File: config.mk
export PLATFORM = sky130hd
export DESIGN_NAME = imem_loader
export DESIGN_NICKNAME = d
export VERILOG_FILES = /design/src/rtl/imem_loader.sv
export SDC_FILE = /design/constraint.sdc
export NUM_CORES = 2
export LEC_CHECK = 0
export CORE_MARGIN = 1
export CORE_UTILIZATION = 40
export CTS_CLUSTER_DIAMETER = 50
export DETAILED_ROUTE_END_ITERATION = 16
export GPL_TIMING_DRIVEN = 1
export REMOVE_ABC_BUFFERS = 1
export SLEW_MARGIN = 20
export SYNTH_ARGS = -nofsm -noshare
export SYNTH_HDL_FRONTEND = slang
export SYNTH_SLANG_ARGS = --single-unit
File: constraint.sdc
create_clock -name clock -period 5.2 [get_ports clock]
set_input_delay 1.04 -clock clock [delete_from_list [all_inputs] [get_ports clock]]
set_output_delay 1.04 -clock clock [all_outputs]
set_load 0.02 [all_outputs]
File: src/rtl/imem_loader.sv
// imem_loader: assembles a big-endian host byte stream into the CPU instruction array and serves zero-latency fetches.
// Define IMEM_LOADER_CHECKSUM_EN to require a trailing XOR checksum byte before the CPU is released.
module imem_loader #(
    parameter int DEPTH_LOG2 = 8,
    parameter logic [15:0] HALT_WORD = 16'hFFFF
) (
    input  logic                  clock,
    input  logic                  reset,
    input  logic                  in_valid,
    input  logic [7:0]            in_data,
    output logic                  in_ready,
    input  logic [15:0]           Address,
    output logic [15:0]           Instruction,
    output logic                  cpu_run,
    output logic [DEPTH_LOG2:0]   words_loaded,
    output logic                  error
);
    localparam int DEPTH = 1 << DEPTH_LOG2;
    localparam logic [DEPTH_LOG2:0] LAST_WORD = (DEPTH_LOG2 + 1)'(DEPTH - 1);
`ifdef IMEM_LOADER_CHECKSUM_EN
    typedef enum logic [2:0] {LOAD_HI, LOAD_LO, CHECK, RUN, ERR} state_t;
`else
    typedef enum logic [1:0] {LOAD_HI, LOAD_LO, RUN} state_t;
`endif
    state_t state, state_nx;
    logic [7:0] hi;
    logic [15:0] mem [DEPTH];
    logic accept, last;
    logic [DEPTH_LOG2-1:0] rd_idx;
    logic unused_addr;
    assign accept = in_valid && in_ready;
    assign last = {hi, in_data} == HALT_WORD || words_loaded == LAST_WORD;
    assign rd_idx = Address[DEPTH_LOG2:1];
    // words_loaded alone gates visibility, so the array never needs clearing
    assign Instruction = {1'b0, rd_idx} < words_loaded ? mem[rd_idx] : HALT_WORD;
    assign cpu_run = state == RUN;
    assign unused_addr = ^{Address[15:DEPTH_LOG2+1], Address[0]};
    always_ff @(posedge clock) begin
        if (reset) begin
            state <= LOAD_HI;
            hi <= '0;
            words_loaded <= '0;
        end else begin
            state <= state_nx;
            if (accept && state == LOAD_HI) hi <= in_data;
            if (accept && state == LOAD_LO) words_loaded <= words_loaded + 1'b1;
        end
    end
    always_ff @(posedge clock)
        if (accept && state == LOAD_LO) mem[words_loaded[DEPTH_LOG2-1:0]] <= {hi, in_data};
`ifdef IMEM_LOADER_CHECKSUM_EN
    logic [7:0] csum;
    always_ff @(posedge clock) begin
        if (reset) csum <= '0;
        else if (accept && (state == LOAD_HI || state == LOAD_LO)) csum <= csum ^ in_data;
    end
    assign in_ready = state != RUN && state != ERR;
    assign error = state == ERR;
    always_comb begin
        state_nx = state;
        if (accept)
            state_nx = state == LOAD_HI ? LOAD_LO :
                       state == LOAD_LO ? (last ? CHECK : LOAD_HI) :
                       state == CHECK   ? (in_data == csum ? RUN : ERR) : state;
    end
`else
    assign in_ready = state != RUN;
    assign error = 1'b0;
    always_comb begin
        state_nx = state;
        if (accept)
            state_nx = state == LOAD_HI ? LOAD_LO :
                       state == LOAD_LO ? (last ? RUN : LOAD_HI) : state;
    end
`endif
endmodule

==> key figures <==
Critical path
  – Crit end category: output pin
  – R2R Path End: mem[23][7]
  – Critical R2R Launch: words_loaded[4]
  – Critical Path Stages: 16
  – Reg2reg setup slack: around 1.6 ns
  – Crit path cell chain: buf_8, buf_8, nand2b_4, buf_12, buf_4, buf_4, o221ai_4, o22ai_1, o21ai_1, buf_4, nand4_1, o31a_1, buf_12, a21oi_2, buf_4, buf_12
  – Crit path top cell by count: buf_4
  – Slowest CP cell: o31a_1
  – Startpoint class of the critical path: input pin
  – Crit path max-delay family: buffers and inverters
  – R2R depth: 5
  – WP data arrival: 4.20 ns
  – CP Max Fanout: 9
  – WP data required: 4.16 ns
  – Crit Path Category: in2out
  – CP peak stage delay: between 0.3 and 0.4 ns
  – Worst Path Buf+Inv: 9

GRT
  – Number of global-route vias before repair: around 86000
  – Initial antenna violation count: 31
  – Grt ovf: 0
  – GR Util All Layers: 0.229
  – GR Util met3: 0.0429
  – Gr busiest metal: met2
  – M2 GR Usage: 0.360
  – Global-route wire length before repair: 661 mm
  – Largest net degree at the start of global routing: slightly below 200
  – Met1 Usage GRT: 0.314

Logic synthesis
  – Register area share after synthesis: 0.768
  – Gate Count Post-Synth: 8036
  – EDFF count, synth: 4096
  – Ys async rst share: 0
  – Yosys cell types: 73
  – FF+latch count, synth: around 4100
  – Yosys warnings: 0
  – Avg Cell Area, Syn: 20.0 um^2
  – Post-synth top flop: edfxtp_1
  – Mapped Area: between 0.15 and 0.2 mm^2

Place
  – Input/output buffers: between 40 and 50
  – Final GP Congestion: roughly 0.9
  – Final HPWL from detailed placement: 301 mm
  – Post-DP Area: roughly 0.18 mm^2

Power
  – LEAKAGE: 63.3 nW
  – Pwr Density: 373 mW/mm^2
  – VDD IR max: approximately 0.00032 V

Die
  – Ports: 55
  – Die area: 0.404 mm^2
  – Die W: 636 um
  – Core box area: ~0.4 mm^2
  – Die H: 636 um
  – Initial Utilization: 0.402
  – Num rows: between 200 and 250

STA
  – Slew @ Worst Pin: approximately 1.3 ns
  – Slew HR: 0.134
  – Fin. Hold Viols: 0
  – Pins Over Slew Limit: 0
  – RSZ-0062 raised after global routing: yes
  – Final Critical Period: about 5.2 ns
  – Worst Skew: about 0.084 ns
  – Max frequency: about 190 MHz
  – # setup viols final: 5
  – TNS Setup: -0.125 ns
  – Fraction of the cycle the final worst path needs: 1.01
  – Setup WS post-layout: -0.0436 ns

Hold path
  – Hold Path Depth: 1
  – Hold Crit Endpoint: mem[220][1]
  – HP Class: in2reg
  – Hold path startpoint: in_data[1]

Drt
  – Drt first pass iters: 6
  – Post-route ant nets: 0
  – Vias per Instance: 5.89
  – 1st-iter DRT viols: between 10000 and 15000
  – WL per Instance: ~32 um
  – Residual DRC: 0
  – Final WL: between 400 and 500 mm
  – Via count: 87600

Clocking
  – H-tree Lvls: 5
  – Clock latency on the worst-skew pair: between 0.9 and 1 ns
  – Cts bufs inserted: roughly 430
  – CTS clk-pin slew, worst paths: 0.06 ns
  – Clk sinks: 4115
  – CTS root buf: clkbuf_16
  – CTS max path bufs: 4
  – TritonCTS clock tree: yes

Finish
  – Area growth syn-to-layout: 18.7%
  – Fraction of layout cells with a size suffix above 1: 0.275
  – Filler cells: about 33000
  – Most common cell after layout, fill and taps aside: edfxtp_1
  – Most frequent cells in the layout: edfxtp_1 (4096), buf_4 (1037), mux2i_1 (925), mux4_2 (546), clkbuf_16 (441)
  – Fin area: around 0.19 mm^2
  – Layout Nets: roughly 9300

Run
  – Number of max-cap violations: 0

Outcome
  – Failing checks: setup timing
  – Status: complete, but fails checks
-- cell usage after synthesis (all sizes together) (5+ instances only) --
cell | instances | area, um^2
dfxtp | 19 | 380
xnor2 | 7 | 61.3
o221ai | 390 | 3450
nor2 | 343 | 1290
nor3 | 120 | 601
nand3 | 41 | 205
o21ai | 197 | 986
or3 | 7 | 43.8
o31ai | 19 | 143
nand4 | 27 | 169
inv | 17 | 63.8
nor4 | 18 | 113
a211oi | 15 | 113
a31oi | 14 | 87.6
a211o | 6 | 52.6
mux2 | 23 | 259
nand2b | 7 | 43.8
mux2i | 925 | 9260
clkbuf | 188 | 709
a221oi | 12 | 118
nand2 | 103 | 387
o22ai | 221 | 1380
ha | 12 | 150
and2 | 11 | 68.8
edfxtp | 4096 | 123000
a22oi | 6 | 45.0
o31a | 8 | 70.1
mux4 | 565 | 12800
a21oi | 213 | 1070
a2111oi | 7 | 61.3
o211ai | 11 | 82.6
or4 | 6 | 45.0
nor4b | 5 | 43.8
buf | 308 | 2770
nor2b | 7 | 43.8
and3 | 8 | 50.1
-- power by group --
group	leakage (nW)	total, mW	internal (mW)	switching, mW
Clock	6.70	30.1	17.1	13.0
Sequential	37.4	36.6	36.6	0.0368
Combinational	19.2	4.50	1.66	2.83
Total	63.3	71.2	55.3	15.9
-- per-layer routing --
metal,routed length (um),share of wire
met1,187000,0.39
met2,221000,0.47
met3,44800,0.094
met4,22100,0.047
met5,40,0.000084
-- worst register-to-register path, delay by kind of cell (launching register included) --
| kind | cells | cell delay (ns) |
|---|---|---|
| and+or+nand+nor | 3 | 2.23 |
| DFF | 1 | 0.49 |
| buffers and inverters | 2 | 0.54 |
-- logic make-up (layout without fill, tap and decap cells) --
family | Yosys count | after routing | synth area share
AO/OA/AOI/OAI | 1158 | 1158 | 0.0498
XOR/XNOR | 8 | 8 | 0.000436
flip-flops | 4115 | 4115 | 0.768
AND/OR/NAND/NOR | 715 | 715 | 0.0199
multiplexers | 1513 | 1513 | 0.139
other | 1 | 9 | 0.0000233
adder cells (fa/ha/maj) | 12 | 12 | 0.000935
buffers and inverters | 514 | 2079 | 0.0221
-- per-stage QoR --
| step | power [mW] | cells | hold WS [ns] | worst slack [ns] | utilization |
|---|---|---|---|---|---|
| floorplan | 38.9 | 7539 | 0.452 | -2.64 | - |
| global placement | 41.5 | 14000 | 0.473 | -0.361 | 0.438 |
| detailed placement | 41.6 | 14000 | 0.498 | -0.383 | 0.438 |
| CTS | 71.4 | 14800 | 0.400 | -0.0736 | 0.475 |
| global route | 72.9 | 14900 | 0.436 | -0.0644 | 0.477 |
| finish | 71.2 | 14900 | 0.475 | -0.0436 | 0.478 |
-- what timing repair did --
| item | in CTS | in global routing |
|---|---|---|
| gates cloned | 4 | 7 |
| endpoints found under the setup margin | 16 | 16 |
| pin swaps | 10 | 18 |
| buffers inserted | 20 | 19 |
| gates resized for setup | 106 | 126 |
| hold buffers | 0 | 0 |
-- flip-flops by register name (all words and copies together) (netlist names) --
signal        cells
hi                8
mem            4096
state             2
words_loaded      9
-- how the worst max path moves through the flow --
stage               start              end  slack, ns
2_1_floorplan  Address[3]   Instruction[0]      -2.64
3_3_place_gp   Address[2]   Instruction[0]      -0.36
3_5_place_dp   Address[2]   Instruction[0]      -0.38
4_1_cts        Address[2]  Instruction[15]      -0.07
5_1_grt        Address[1]   Instruction[1]      -0.06
6_report       Address[2]  Instruction[15]      -0.04
-- cell type report --
| cell class | count | area (um^2) | share of cell area |
|---|---|---|---|
| antenna | 8 | 20.0 | 0.000105 |
| inverter | 17 | 76.3 | 0.000400 |
| timing repair buffer | 1259 | 12000 | 0.0631 |
| sequential | 4115 | 123000 | 0.647 |
| tap | 5265 | 6590 | 0.0345 |
| clock buffer | 516 | 11200 | 0.0587 |
| clock inverter | 287 | 2630 | 0.0138 |
| multi-input combinational | 3407 | 34800 | 0.182 |
No activity file was read; power rests on OpenSTA's default activity.
==> RTL change (config.mk and constraints unchanged) <==
`DEPTH_LOG2`: 8 -> 7.
--- a/src/rtl/imem_loader.sv
+++ b/src/rtl/imem_loader.sv
@@ -1,7 +1,7 @@
 // imem_loader: assembles a big-endian host byte stream into the CPU instruction array and serves zero-latency fetches.
 // Define IMEM_LOADER_CHECKSUM_EN to require a trailing XOR checksum byte before the CPU is released.
 module imem_loader #(
-    parameter int DEPTH_LOG2 = 8,
+    parameter int DEPTH_LOG2 = 7,
     parameter logic [15:0] HALT_WORD = 16'hFFFF
 ) (
     input  logic                  clock,
Ports: changed (resized words_loaded); port bits go from 55 to 54. No check against the original RTL was run, so the function may have changed too.
==> RTL change against the unedited design <==
- the run still ends with negative setup slack left
- final area decreased by 51%
- die area is 50% lower
- routed wire length is 55% lower
- power fell by 51%
- synthesized area down 50%
- worst setup slack better by 26 ps
- hold slack improved by 86 ps
- sequential cell count shrank 2049
- via count is 55% lower
- critical path type unchanged
- critical endpoint is now Instruction[0]
- largest power group unchanged
==> RTL change: results <==
{
  "status": "finished with violations",
  "violations": "negative setup slack",
  "worst-r2r-cell-count": 4,
  "dp_cells": 6471,
  "clk_pin_slew_ps": 60,
  "crit_slowest_cell": "nor4_4",
  "gp_congestion": 1.02,
  "crit_family": "multiplexers",
  "antenna_found_initial": 5,
  "syn_inst": 3508,
  "grt_pass1_wl_um": 303000,
  "hold_depth": 2,
  "synth.area.top_cells": "edfxtp_1 77%, mux4_2 15%, mux2i_1 1.5%, nor2_1 0.84%, dfxtp_1 0.45%",
  "place_area_mm2": 0.0865,
  "switching_share_pct": 21.8,
  "synth_top_cells_by_count": "2,048 x edfxtp_1, 545 x mux4_2, 179 x nor2_1",
  "yosysWarnings": 0,
  "cts_root_buffer": "clkbuf_16",
  "cts_buffers": 204,
  "setup_viol": 2,
  "drt_iter0_drc": 5379,
  "io_buffers": 43,
  "routed_wirelength_um": 215000,
  "dpl.hpwl_um": 135000,
  "htree_levels": 4,
  "dr.pass1.iters": 6,
  "nNetsFinal": 4086,
  "power.density_mw_per_mm2": 372,
  "hold_path_class": "reg -> reg",
  "clockBufferDepth": 3,
  "insertion_delay_ps": 840,
  "first_global_vias": 39000,
  "clock_skew_ps": 33.7,
  "largest_reg_flops": 2048,
  "tightest_slew_ps": 1120,
  "layout-drive-gt1-share_pct": 34.2,
  "yosysSeqAreaShare_pct": 77.7,
  "synth-edff-count": 2048,
  "slowest_delay_ps": 550,
  "combPwrFrac_pct": 5.6,
  "fin_tns_setup_ps": -18.0,
  "grt_max_degree": 96,
  "crit_fanout": 13,
  "clkPwrFrac_pct": 41.2,
  "viasPerCell": 5.76,
  "cp_data_arrival_time_ps": 4180,
  "wl_per_cell_um": 31.4,
  "ir_drop_v": 0.000351,
  "p_leak_nw": 29.8,
  "place_ws_ps": -575,
  "synth.distinct_cells": 59,
  "layout_setup_ws_ps": -17.8,
  "grt_use_total_pct": 21.6
}
[RTL change: cell count changes in the layout (fill, tap and decap cells not counted), sizes merged, moves of 270 or more]
| cell | before | now |
|---|---|---|
| mux2i | 925 | 119 |
| o221ai | 390 | 8 |
| edfxtp | 4096 | 2048 |
| clkbuf | 523 | 253 |
| buf | 1234 | 501 |
[RTL change: final cells by class]
class / count / area, um^2
Multi-Input combinational cell: 1249 / 17000
Sequential cell: 2066 / 61900
Tap cell: 2640 / 3300
Clock inverter: 122 / 1090
Timing Repair Buffer: 522 / 4530
Fill cell: 16100 / 104000
Inverter: 9 / 33.8
Antenna cell: 6 / 15.0
Clock buffer: 252 / 5350
[RTL change: final timing paths]
path | start | slack [ps] | to
worst max-delay path | Address[1] | -20 | Instruction[0]
worst min-delay path | state[0] | 560 | state[0]
worst max register to register | words_loaded[3] | 2010 | mem[123][6]
worst min register to register | state[0] | 560 | state[0]
[RTL change: cell families (layout without fill, tap and decap cells)]
logic type / count (synthesis) / after routing / share of synthesized area [%]
AOI/OAI and AO/OA: 206 / 206 / 1.79
xor gates and xnor gates: 8 / 8 / 0.0880
adders and majority gates: 7 / 7 / 0.110
buffers and inverters: 193 / 905 / 1.30
DFF: 2066 / 2066 / 77.7
muxes: 672 / 672 / 17.0
other: 1 / 7 / 0.00471
and+or+nand+nor: 355 / 355 / 2.01
[RTL change: routing by layer]
metal | up-vias | global-route usage, % | routed length [um]
met4 | 0 | 7.55 | 7900
met2 | 1774 | 33.6 | 102000
met3 | 355 | 4.31 | 17400
met1 | 21400 | 30.4 | 88100
li1 | 16000 | - | -
met5 | - | 0 | 0
[RTL change: timing repair]
action                     in CTS  in global routing
setup endpoints to repair      11                  7
pin swaps                       1                  1
cloned                          1                  1
buffers inserted               10                  3
resized for setup              33                 10
